==> config.mk <==
export PLATFORM = sky130hd
export DESIGN_NAME = mem_arbiter
export DESIGN_NICKNAME = d
export VERILOG_FILES = /design/src/rtl/mem_arbiter.sv
export SDC_FILE = /design/constraint.sdc
export NUM_CORES = 1
export LEC_CHECK = 0
export ABC_AREA = 0
export BUFFER_PORTS_ARGS = -buffer_cell sky130_fd_sc_hd__clkbuf_2
export CAP_MARGIN = 15
export CORE_MARGIN = 4
export CORE_UTILIZATION = 44
export DETAILED_ROUTE_END_ITERATION = 10
export PLACE_DENSITY = 0.79
export SYNTH_ARGS = -nofsm -noshare
export SYNTH_HDL_FRONTEND = slang
export SYNTH_SLANG_ARGS = --single-unit
==> constraint.sdc <==
create_clock -name clk -period 1.3 [get_ports clk]
set_input_delay 0.065 -clock clk [delete_from_list [all_inputs] [get_ports clk]]
set_output_delay 0.065 -clock clk [all_outputs]
set_load 0.05 [all_outputs]
==> src/rtl/mem_arbiter.sv <==
// -----------------------------------------------------------------------------
// mem_arbiter
//
// Shares one single-port synchronous data RAM between three requesters:
//   rx   - UART receive path, write-only
//   proc - processing datapath, read or write
//   tx   - UART transmit path, read-only
//
// Which requesters may use the RAM follows the 2-bit phase status from the
// top-level control FSM (00 receive, 01 process, 10 transmit, 11 done).
// At most one access is issued per cycle. A request seen in cycle N is issued
// to the RAM in cycle N+1 (gnt pulse, registered mem_* outputs). Read data
// comes back with rvalid in cycle N+2.
//
// Optional feature (macro ARB_OVERLAP_EN):
//   Undefined (default): one owner per phase, no arbitration state.
//   Defined: phase 01 admits {rx, proc} and phase 10 admits {proc, tx}.
//            Contention is round-robin. One requester may be granted at most
//            HOLD_MAX times in a row while another eligible requester waits.
//
// Parameters:
//   ADDR_W   RAM address width
//   DATA_W   RAM data width
//   HOLD_MAX consecutive-grant limit under contention (1..15, overlap only)
//
// Ports:
//   clk, rst                 clock, asynchronous active-high reset
//   status[1:0]              phase from control FSM
//   rx_req/addr/wdata        receive-path write request
//   rx_gnt                   rx access issued (one-cycle pulse)
//   proc_req/we/addr/wdata   processing request (we=1 write, 0 read)
//   proc_gnt, proc_rvalid    proc access issued / proc read data valid
//   tx_req/addr              transmit-path read request
//   tx_gnt, tx_rvalid        tx access issued / tx read data valid
//   rdata                    read data shared by proc and tx
//   mem_en/we/addr/wdata     RAM command
//   mem_rdata                RAM read data, valid one cycle after a read
//   busy                     eligible request pending or access/read in flight
//   viol                     sticky: ineligible requester held req 2 cycles
// -----------------------------------------------------------------------------
module mem_arbiter #(
   parameter int ADDR_W   = 16,
   parameter int DATA_W   = 8,
   parameter int HOLD_MAX = 4
) (
   input  logic              clk,
   input  logic              rst,
   input  logic [1:0]        status,
   input  logic              rx_req,
   input  logic [ADDR_W-1:0] rx_addr,
   input  logic [DATA_W-1:0] rx_wdata,
   output logic              rx_gnt,
   input  logic              proc_req,
   input  logic              proc_we,
   input  logic [ADDR_W-1:0] proc_addr,
   input  logic [DATA_W-1:0] proc_wdata,
   output logic              proc_gnt,
   output logic              proc_rvalid,
   input  logic              tx_req,
   input  logic [ADDR_W-1:0] tx_addr,
   output logic              tx_gnt,
   output logic              tx_rvalid,
   output logic [DATA_W-1:0] rdata,
   output logic              mem_en,
   output logic              mem_we,
   output logic [ADDR_W-1:0] mem_addr,
   output logic [DATA_W-1:0] mem_wdata,
   input  logic [DATA_W-1:0] mem_rdata,
   output logic              busy,
   output logic              viol
);

   if (HOLD_MAX < 1 || HOLD_MAX > 15) begin : g_hold_max_range
      $error("mem_arbiter: HOLD_MAX must be within 1..15");
   end

   typedef enum logic [1:0] {
      TAG_NONE = 2'd0,
      TAG_PROC = 2'd1,
      TAG_TX   = 2'd2
   } tag_t;

   // Requester indices; bit positions in the 3-bit request/eligibility vectors.
   localparam logic [1:0] IDX_RX   = 2'd0;
   localparam logic [1:0] IDX_PROC = 2'd1;
   localparam logic [1:0] IDX_TX   = 2'd2;

   function automatic logic [2:0] onehot(input logic [1:0] idx);
      onehot = 3'b001 << idx;
   endfunction

   logic [2:0]        w_req;
   logic [2:0]        w_elig;
   logic [2:0]        w_req_el;
   logic [2:0]        w_inel;
   logic              w_win_vld;
   logic [1:0]        w_win_idx;
   logic              w_sel_we;
   logic [ADDR_W-1:0] w_sel_addr;
   logic [DATA_W-1:0] w_sel_wdata;
   logic              w_viol_now;

   logic [2:0]        r_gnt;
   logic              r_mem_en;
   logic              r_mem_we;
   logic [ADDR_W-1:0] r_mem_addr;
   logic [DATA_W-1:0] r_mem_wdata;
   tag_t              r_tag_p1;
   tag_t              r_tag_p2;
   logic [DATA_W-1:0] r_rdata;
   logic [2:0]        r_inel;
   logic              r_viol;

   assign w_req = {tx_req, proc_req, rx_req};

   // Eligibility is decoded from the live status every cycle, so a phase
   // change blocks a pending request immediately.
   always_comb begin
      w_elig = 3'b000;
      case (status)
         2'b00: w_elig = 3'b001;
`ifdef ARB_OVERLAP_EN
         2'b01: w_elig = 3'b011;
         2'b10: w_elig = 3'b110;
`else
         2'b01: w_elig = 3'b010;
         2'b10: w_elig = 3'b100;
`endif
         default: w_elig = 3'b000;
      endcase
   end

   assign w_req_el = w_req & w_elig;
   assign w_inel   = w_req & ~w_elig;

`ifdef ARB_OVERLAP_EN
   localparam logic [3:0] HOLD_LIM = 4'(HOLD_MAX);

   function automatic logic [1:0] idx_next(input logic [1:0] idx);
      idx_next = (idx == IDX_TX) ? IDX_RX : idx + 2'd1;
   endfunction

   // First requesting index at or after ptr, wrapping rx -> proc -> tx.
   function automatic logic [1:0] rr_pick(input logic [2:0] mask,
                                          input logic [1:0] ptr);
      logic [1:0] c1;
      logic [1:0] c2;
      c1      = idx_next(ptr);
      c2      = idx_next(c1);
      rr_pick = ptr;
      if (mask[c2]) rr_pick = c2;
      if (mask[c1]) rr_pick = c1;
      if (mask[ptr]) rr_pick = ptr;
   endfunction

   logic [1:0] r_ptr;
   logic [1:0] r_last;
   logic       r_last_vld;
   logic [3:0] r_hold;
   logic       w_comp_wait;
   logic       w_keep;
   logic       w_others;

   // The last winner keeps the RAM while it still requests, unless someone
   // else is waiting and it has already used up its HOLD_MAX grants.
   always_comb begin
      w_comp_wait = r_last_vld & (|(w_req_el & ~onehot(r_last)));
      w_keep      = r_last_vld & w_req_el[r_last] &
                    (~w_comp_wait | (r_hold < HOLD_LIM));
      w_win_vld   = |w_req_el;
      w_win_idx   = w_keep ? r_last : rr_pick(w_req_el, r_ptr);
      w_others    = |(w_req_el & ~onehot(w_win_idx));
   end

   // r_hold counts grants to the current winner made while a competitor
   // waited; the grant that starts a new run counts as the first.
   always_ff @(posedge clk or posedge rst) begin
      if (rst) begin
         r_ptr      <= IDX_RX;
         r_last     <= IDX_RX;
         r_last_vld <= 1'b0;
         r_hold     <= 4'd0;
      end else if (w_win_vld) begin
         r_ptr      <= idx_next(w_win_idx);
         r_last     <= w_win_idx;
         r_last_vld <= 1'b1;
         if (!w_others)
            r_hold <= 4'd0;
         else if (r_last_vld && (w_win_idx == r_last))
            r_hold <= r_hold + 4'd1;
         else
            r_hold <= 4'd1;
      end else begin
         r_hold <= 4'd0;
      end
   end
`else
   // Exactly one requester is eligible per phase, so no arbitration state.
   always_comb begin
      w_win_vld = |w_req_el;
      w_win_idx = IDX_RX;
      if (w_req_el[IDX_PROC])
         w_win_idx = IDX_PROC;
      else if (w_req_el[IDX_TX])
         w_win_idx = IDX_TX;
   end
`endif

   // Winner's command. tx carries no write data, so mem_wdata keeps its value.
   always_comb begin
      w_sel_we    = 1'b1;
      w_sel_addr  = rx_addr;
      w_sel_wdata = rx_wdata;
      case (w_win_idx)
         IDX_PROC: begin
            w_sel_we    = proc_we;
            w_sel_addr  = proc_addr;
            w_sel_wdata = proc_wdata;
         end
         IDX_TX: begin
            w_sel_we    = 1'b0;
            w_sel_addr  = tx_addr;
            w_sel_wdata = r_mem_wdata;
         end
         default: ;
      endcase
   end

   // Stage p1: issue the access; the tag records who gets the read data.
   // Stage p2: tag lines up with mem_rdata from the RAM.
   always_ff @(posedge clk or posedge rst) begin
      if (rst) begin
         r_gnt       <= 3'b000;
         r_mem_en    <= 1'b0;
         r_mem_we    <= 1'b0;
         r_mem_addr  <= '0;
         r_mem_wdata <= '0;
         r_tag_p1    <= TAG_NONE;
         r_tag_p2    <= TAG_NONE;
         r_rdata     <= '0;
         r_inel      <= 3'b000;
         r_viol      <= 1'b0;
      end else begin
         r_gnt    <= w_win_vld ? onehot(w_win_idx) : 3'b000;
         r_mem_en <= w_win_vld;
         if (w_win_vld) begin
            r_mem_we    <= w_sel_we;
            r_mem_addr  <= w_sel_addr;
            r_mem_wdata <= w_sel_wdata;
         end
         if (w_win_vld && !w_sel_we)
            r_tag_p1 <= (w_win_idx == IDX_TX) ? TAG_TX : TAG_PROC;
         else
            r_tag_p1 <= TAG_NONE;
         r_tag_p2 <= r_tag_p1;
         if (r_tag_p2 != TAG_NONE)
            r_rdata <= mem_rdata;
         r_inel <= w_inel;
         if (w_viol_now)
            r_viol <= 1'b1;
      end
   end

   // An ineligible request is tolerated for one cycle so phase edges, where
   // a requester may not yet have seen the new status, do not flag.
   assign w_viol_now = |(w_inel & r_inel);

   assign rx_gnt      = r_gnt[IDX_RX];
   assign proc_gnt    = r_gnt[IDX_PROC];
   assign tx_gnt      = r_gnt[IDX_TX];
   assign mem_en      = r_mem_en;
   assign mem_we      = r_mem_we;
   assign mem_addr    = r_mem_addr;
   assign mem_wdata   = r_mem_wdata;
   assign proc_rvalid = (r_tag_p2 == TAG_PROC);
   assign tx_rvalid   = (r_tag_p2 == TAG_TX);
   // RAM output passes straight through in the return cycle, otherwise the
   // last returned word is held.
   assign rdata       = (r_tag_p2 != TAG_NONE) ? mem_rdata : r_rdata;
   assign busy        = (|w_req_el) | r_mem_en |
                        (r_tag_p1 != TAG_NONE) | (r_tag_p2 != TAG_NONE);
   assign viol        = r_viol | w_viol_now;

endmodule

After elaboration in Yosys (flattened, before gate mapping)
Cells that the tools add are included.
{"block": "totals", "regBits": 45, "wordCells": 44}
{"block": "classes", "n_eq_ne": 6, "shift": 1, "muxes": 10, "bitwise": 9, "reduce_logical": 8}
{"operator": "16-bit case mux with 2 select lines", "count": 1}
{"operator": "8-bit case mux with 2 select lines", "count": 1}
{"operator": "3-bit AND", "count": 3}
{"operator": "3-bit case mux with 3 select lines", "count": 1}
{"operator": "2-bit two-way mux", "count": 4}
{"operator": "8-bit two-way mux", "count": 1}
{"operator": "2-bit by 1-bit == test with 1-bit output, second input constant", "count": 3}
{"operator": "2-bit == test, second input constant", "count": 3}
{"operator": "3-bit OR reduction", "count": 2}
{"operator": "1-bit bitwise OR", "count": 4}
{"operator": "2-bit nonzero test", "count": 2}
{"operator": "3-bit two-way mux", "count": 1}
{"operator": "3-bit inverter", "count": 1}
{"operator": "1-bit by 2-bit << shifter with 3-bit output, first input constant", "count": 1}
{"operator": "2-bit zero test", "count": 1}
{"operator": "1-bit case mux with 2 select lines", "count": 1}
{"operator": "2-bit AND reduction", "count": 1}
{"operator": "1-bit logical AND", "count": 1}
{"operator": "1-bit zero test", "count": 1}
{"operator": "1-bit inverter", "count": 1}

Logic depth before layout (Yosys ltp)
{"block": "depth", "ltp_word": 10, "depth_mapped": 7, "mapped_depth_nobuf": 4}

Worst setup path before layout
OpenSTA, ideal clock, no wires.
{"block": "synth_timing", "path_type": "in2out", "from": "input port status[1]", "to": "output port busy", "arrival_time_ps": 1308, "required_time_ps": 1235, "setup_slack_ps": -73, "path_stages": 5, "path_cell_list": "buf_6 mux2_4 a21oi_4 buf_6 nand3_1"}
{"block": "synth_between", "elab_chain_cells": 7, "word_cells_on_any_way": 9, "cone_classes": "2 x eq/ne; 1 x mux; 4 x bitwise; 2 x reduce/logical"}
{"item": "start: declaration", "line": "48", "source": "input logic [1:0] status,"}
{"item": "2-bit == test, or another cell as far along", "line": "120", "source": "case (status)"}
{"item": "3-bit case mux with 3 select lines (*)", "line": "120"}
{"item": "3-bit AND (*)", "line": "133", "source": "assign w_req_el = w_req & w_elig;"}
{"item": "3-bit OR reduction (*)", "line": "280", "source": "assign busy = (|w_req_el) | r_mem_en |"}
{"item": "1-bit bitwise OR (*) (2 in a row)", "line": "280"}
{"item": "1-bit bitwise OR (*)", "line": "281", "source": "(r_tag_p1 != TAG_NONE) | (r_tag_p2 != TAG_NONE);"}
{"item": "end: declaration", "line": "69", "source": "output logic busy,"}
Every way passes the cells marked *; elsewhere a longest branch is shown, timed or not.

Worst setup path after layout
{"block": "layout_timing", "from": "register r_tag_p2[1]", "to": "output port rdata[2]"}
{"block": "layout_between", "elab_chain_cells": 2}
{"item": "start: declaration", "line": "109", "source": "tag_t r_tag_p2;"}
{"item": "start signal: assignment", "line": "255", "source": "r_tag_p2 <= r_tag_p1;"}
{"item": "2-bit nonzero test", "line": "279", "source": "assign rdata = (r_tag_p2 != TAG_NONE) ? mem_rdata : r_rdata;"}
{"item": "8-bit two-way mux"}
{"item": "end: declaration", "line": "63", "source": "output logic [DATA_W-1:0] rdata,"}
No other way between the ends.

==> flow_metrics.tcl <==
set metrics [dict create \
    status "complete, but fails checks" \
    violations "setup timing" \
    cts.path.max_buffers 2 \
    rows 25 \
    drc 0 \
    timing.final.ws_setup_ns -0.259 \
    antenna_found_initial 0 \
    fmax_mhz 641 \
    finClkSkew_ns 0.00493 \
    netlist_instances 178 \
    async_flop_share_pct 100 \
    grt_setup_unrepaired "true" \
    clkPwrFrac_pct 21.4 \
    die_y_um 78.5 \
    final_core_util_pct 69.2 \
    ys_warn_count 0 \
    dpl_cell_area_sq_um 2960 \
    drt_first_pass_iters 4 \
    synth_fp_nets 258 \
    final_nets 393 \
    synth_ff_type "dfrtp_1" \
    wirelength_mm 6.26 \
    start_kind "flip-flop" \
    vias_per_cell 5.23 \
    p_sw_mw 1.70 \
    seq_power_share_pct 38.6 \
    port_buffers 120 \
    setup_violations 10 \
    root_buffer "clkbuf_8" \
    vias 1994 \
    ir_drop_uv 735 \
    worstSetupPathType "reg2out" \
    p_leak_nw 1.68 \
    ios 121 \
    fp.coreArea_sq_um 4750 \
    grt_pass1_wl_mm 9.99 \
    slew_headroom_pct 71.1 \
    worstSetupEndpointType "output port" \
    netlist_area_sq_um 2180 \
    min_from "mem_rdata[0]" \
    cp_data_arrival_time_ns 1.49 \
    h-tree-depth 2 \
    slew_viol_final 0 \
    fin_crit_sh_pct 120 \
    cts_buffers 5 \
    synth_cell_type_count 31 \
    dp_hpwl_mm 4.54 \
    p_per_area_nw_per_um2 1340 \
    internal_power_mw 2.72 \
    drive_gt1_share_pct 58.6 \
    worstMarginPinSlew_ns 0.433 \
    drtIter0Drc 82 \
    clk_latency_ns 0.30 \
    required_ns 1.24 \
    num_antenna_cells 0 \
    final_cell_area_sq_um 3290 \
    netSwitchingFraction_pct 38.4 \
    reg2reg_slack_ns 0.14 \
    clk_pin_slew_ns 0.08 \
    hold_ws_ns 0.0273 \
    grt_max_degree 28 \
    r2r-start "r_inel[0]$_DFF_PP0_" \
    ys_ff_latch 45 \
    detail-route-antenna-nets 0 \
    synth-edff-count 0 \
    period_needed_ns 1.56 \
    syn2layout_area_growth_pct 50.5 \
    n_fill_cell 378 \
    die-area_sq_um 6160 \
    crit_path_max_fanout 5 \
    ys_seq_area_share_pct 51.5 \
    wl_per_cell_um 16.4 \
    grt_pass1_vias 2045 \
    cp-startpoint "r_tag_p2[1]$_DFF_PP0_" \
    grt_use_total_pct 20.5 \
    hold_viol_final 0 \
    cts.sinks 45 \
    max_cap_viol_count 0 \
    overflow 0 \
    combPwrFrac_pct 39.9 \
    initial_core_util_pct 45.9 \
    routabilityCongestion 0.814 \
    cts_tree "built" \
    synth.avg_cell_area_sq_um 12.3 \
    place_ws_ns -0.0269 \
    die_w_um 78.5 \
    hold_path_class "in2reg" \
]
kinds of logic after synthesis:
group,synth area share (%)
flip-flops,51.5
AND/OR/NAND/NOR,9.22
multiplexers,13.5
AO/OA/AOI/OAI,21.0
buffers and inverters,4.75
metrics by stage:
step	power, mW	TNS [ns]	std cells
after floorplan	2.84	0	178
after detailed placement	3.30	-0.177	368
final	4.42	-2.10	381
after CTS	4.36	-2.27	381
after global placement	3.27	-0.124	368
after global routing	4.63	-2.62	381
area by class of cell:
cell class / count / area (sq um) / area share (%)
clock buffer: 7 / 96.3 / 2.93
clock inverter: 1 / 5.00 / 0.152
inverter: 5 / 18.8 / 0.571
multi-input combinational: 115 / 1030 / 31.5
sequential: 45 / 1130 / 34.3
tap: 67 / 83.8 / 2.55
timing repair buffer: 141 / 921 / 28.0
worst max-delay path, stage by stage, from the launching register on:
cell and delay, ns:
dfrtp_2 0.45, nor2_4 0.24, mux2_4 0.35, buf_8 0.15
cell usage after synthesis, types with 2 or more instances:
| master | number | area share [%] |
|---|---|---|
| dfrtp_1 | 45 | 52 |
| mux2_2 | 22 | 11 |
| and3_1 | 19 | 5.4 |
| a22oi_1 | 17 | 5.8 |
| a211oi_1 | 16 | 5.5 |
| o2bb2ai_1 | 16 | 6.4 |
| buf_2 | 5 | 1.1 |
| clkbuf_1 | 4 | 0.69 |
| inv_1 | 4 | 0.69 |
| buf_6 | 3 | 1.5 |
| a211o_1 | 2 | 0.80 |
| a21boi_0 | 2 | 0.69 |
| mux2_1 | 2 | 1.0 |
| nand3_1 | 2 | 0.46 |
| nor2_2 | 2 | 0.57 |
| nor2b_1 | 2 | 0.57 |
flip-flops by register name (all words and copies together) (netlist names):
signal,flops
r_rdata,8
mem_we,1
mem_addr,16
r_inel,3
mem_wdata,8
mem_en,1
r_viol,1
r_gnt,3
r_tag_p1,2
r_tag_p2,2
final timing paths:
path | to | cells after the start
min in group asynchronous | mem_wdata[0]$_DFFE_PP0P_ | 3
hold / removal | r_rdata[0]$_DFF_PP0_ | 2
setup reg to reg | r_viol$_DFFE_PP0P_ | 4
max in group asynchronous | r_tag_p2[1]$_DFF_PP0_ | 4
hold reg to reg | r_tag_p2[1]$_DFF_PP0_ | 0
setup / recovery | rdata[2] | 3
cell usage in the layout, fill, tap and decap left out, types with 2 or more instances in the layout:
cell type      instances
buf_12                 3
buf_8                 11
a22oi_1               16
a21boi_0               2
a211oi_1              16
nor2_4                 2
buf_4                 15
mux2_2                14
a211o_1                2
dlygate4sd3_1          2
mux2_1                 2
inv_2                  2
clkbuf_2             108
and3_1                19
clkbuf_8               7
inv_1                  3
dfrtp_2                2
dfrtp_1               43
o2bb2ai_1             16
mux2_4                 9
buf_6                  2
routing by layer:
layer / GRT usage [%] / wire, um / up-vias / share of wire (%)
met4: 5.07 / 73 / 0 / 1.2
li1: - / - / 952 / -
met1: 26.6 / 2720 / 961 / 43
met3: 4.93 / 359 / 8 / 5.7
met2: 34.5 / 3110 / 73 / 50
met5: 0 / 0 / - / 0
power by group through the flow:
stage / Clock, mW / Sequential [mW] / Combinational, mW
finish: 0.948 / 1.71 / 1.76
floorplan: 0 / 2.23 / 0.610
CTS: 0.961 / 1.70 / 1.70
global placement: 0 / 1.72 / 1.55
global route: 1.04 / 1.73 / 1.86
detailed placement: 0 / 1.72 / 1.58
timing repair:
action	in CTS	in global routing
hold endpoints to repair	19	0
pin swaps	3	1
buffers inserted	3	1
cloned	1	0
gates resized for setup	31	24
hold buffers	2	0
endpoints found under the setup margin	11	12
Power figures use the tool's default switching activity.
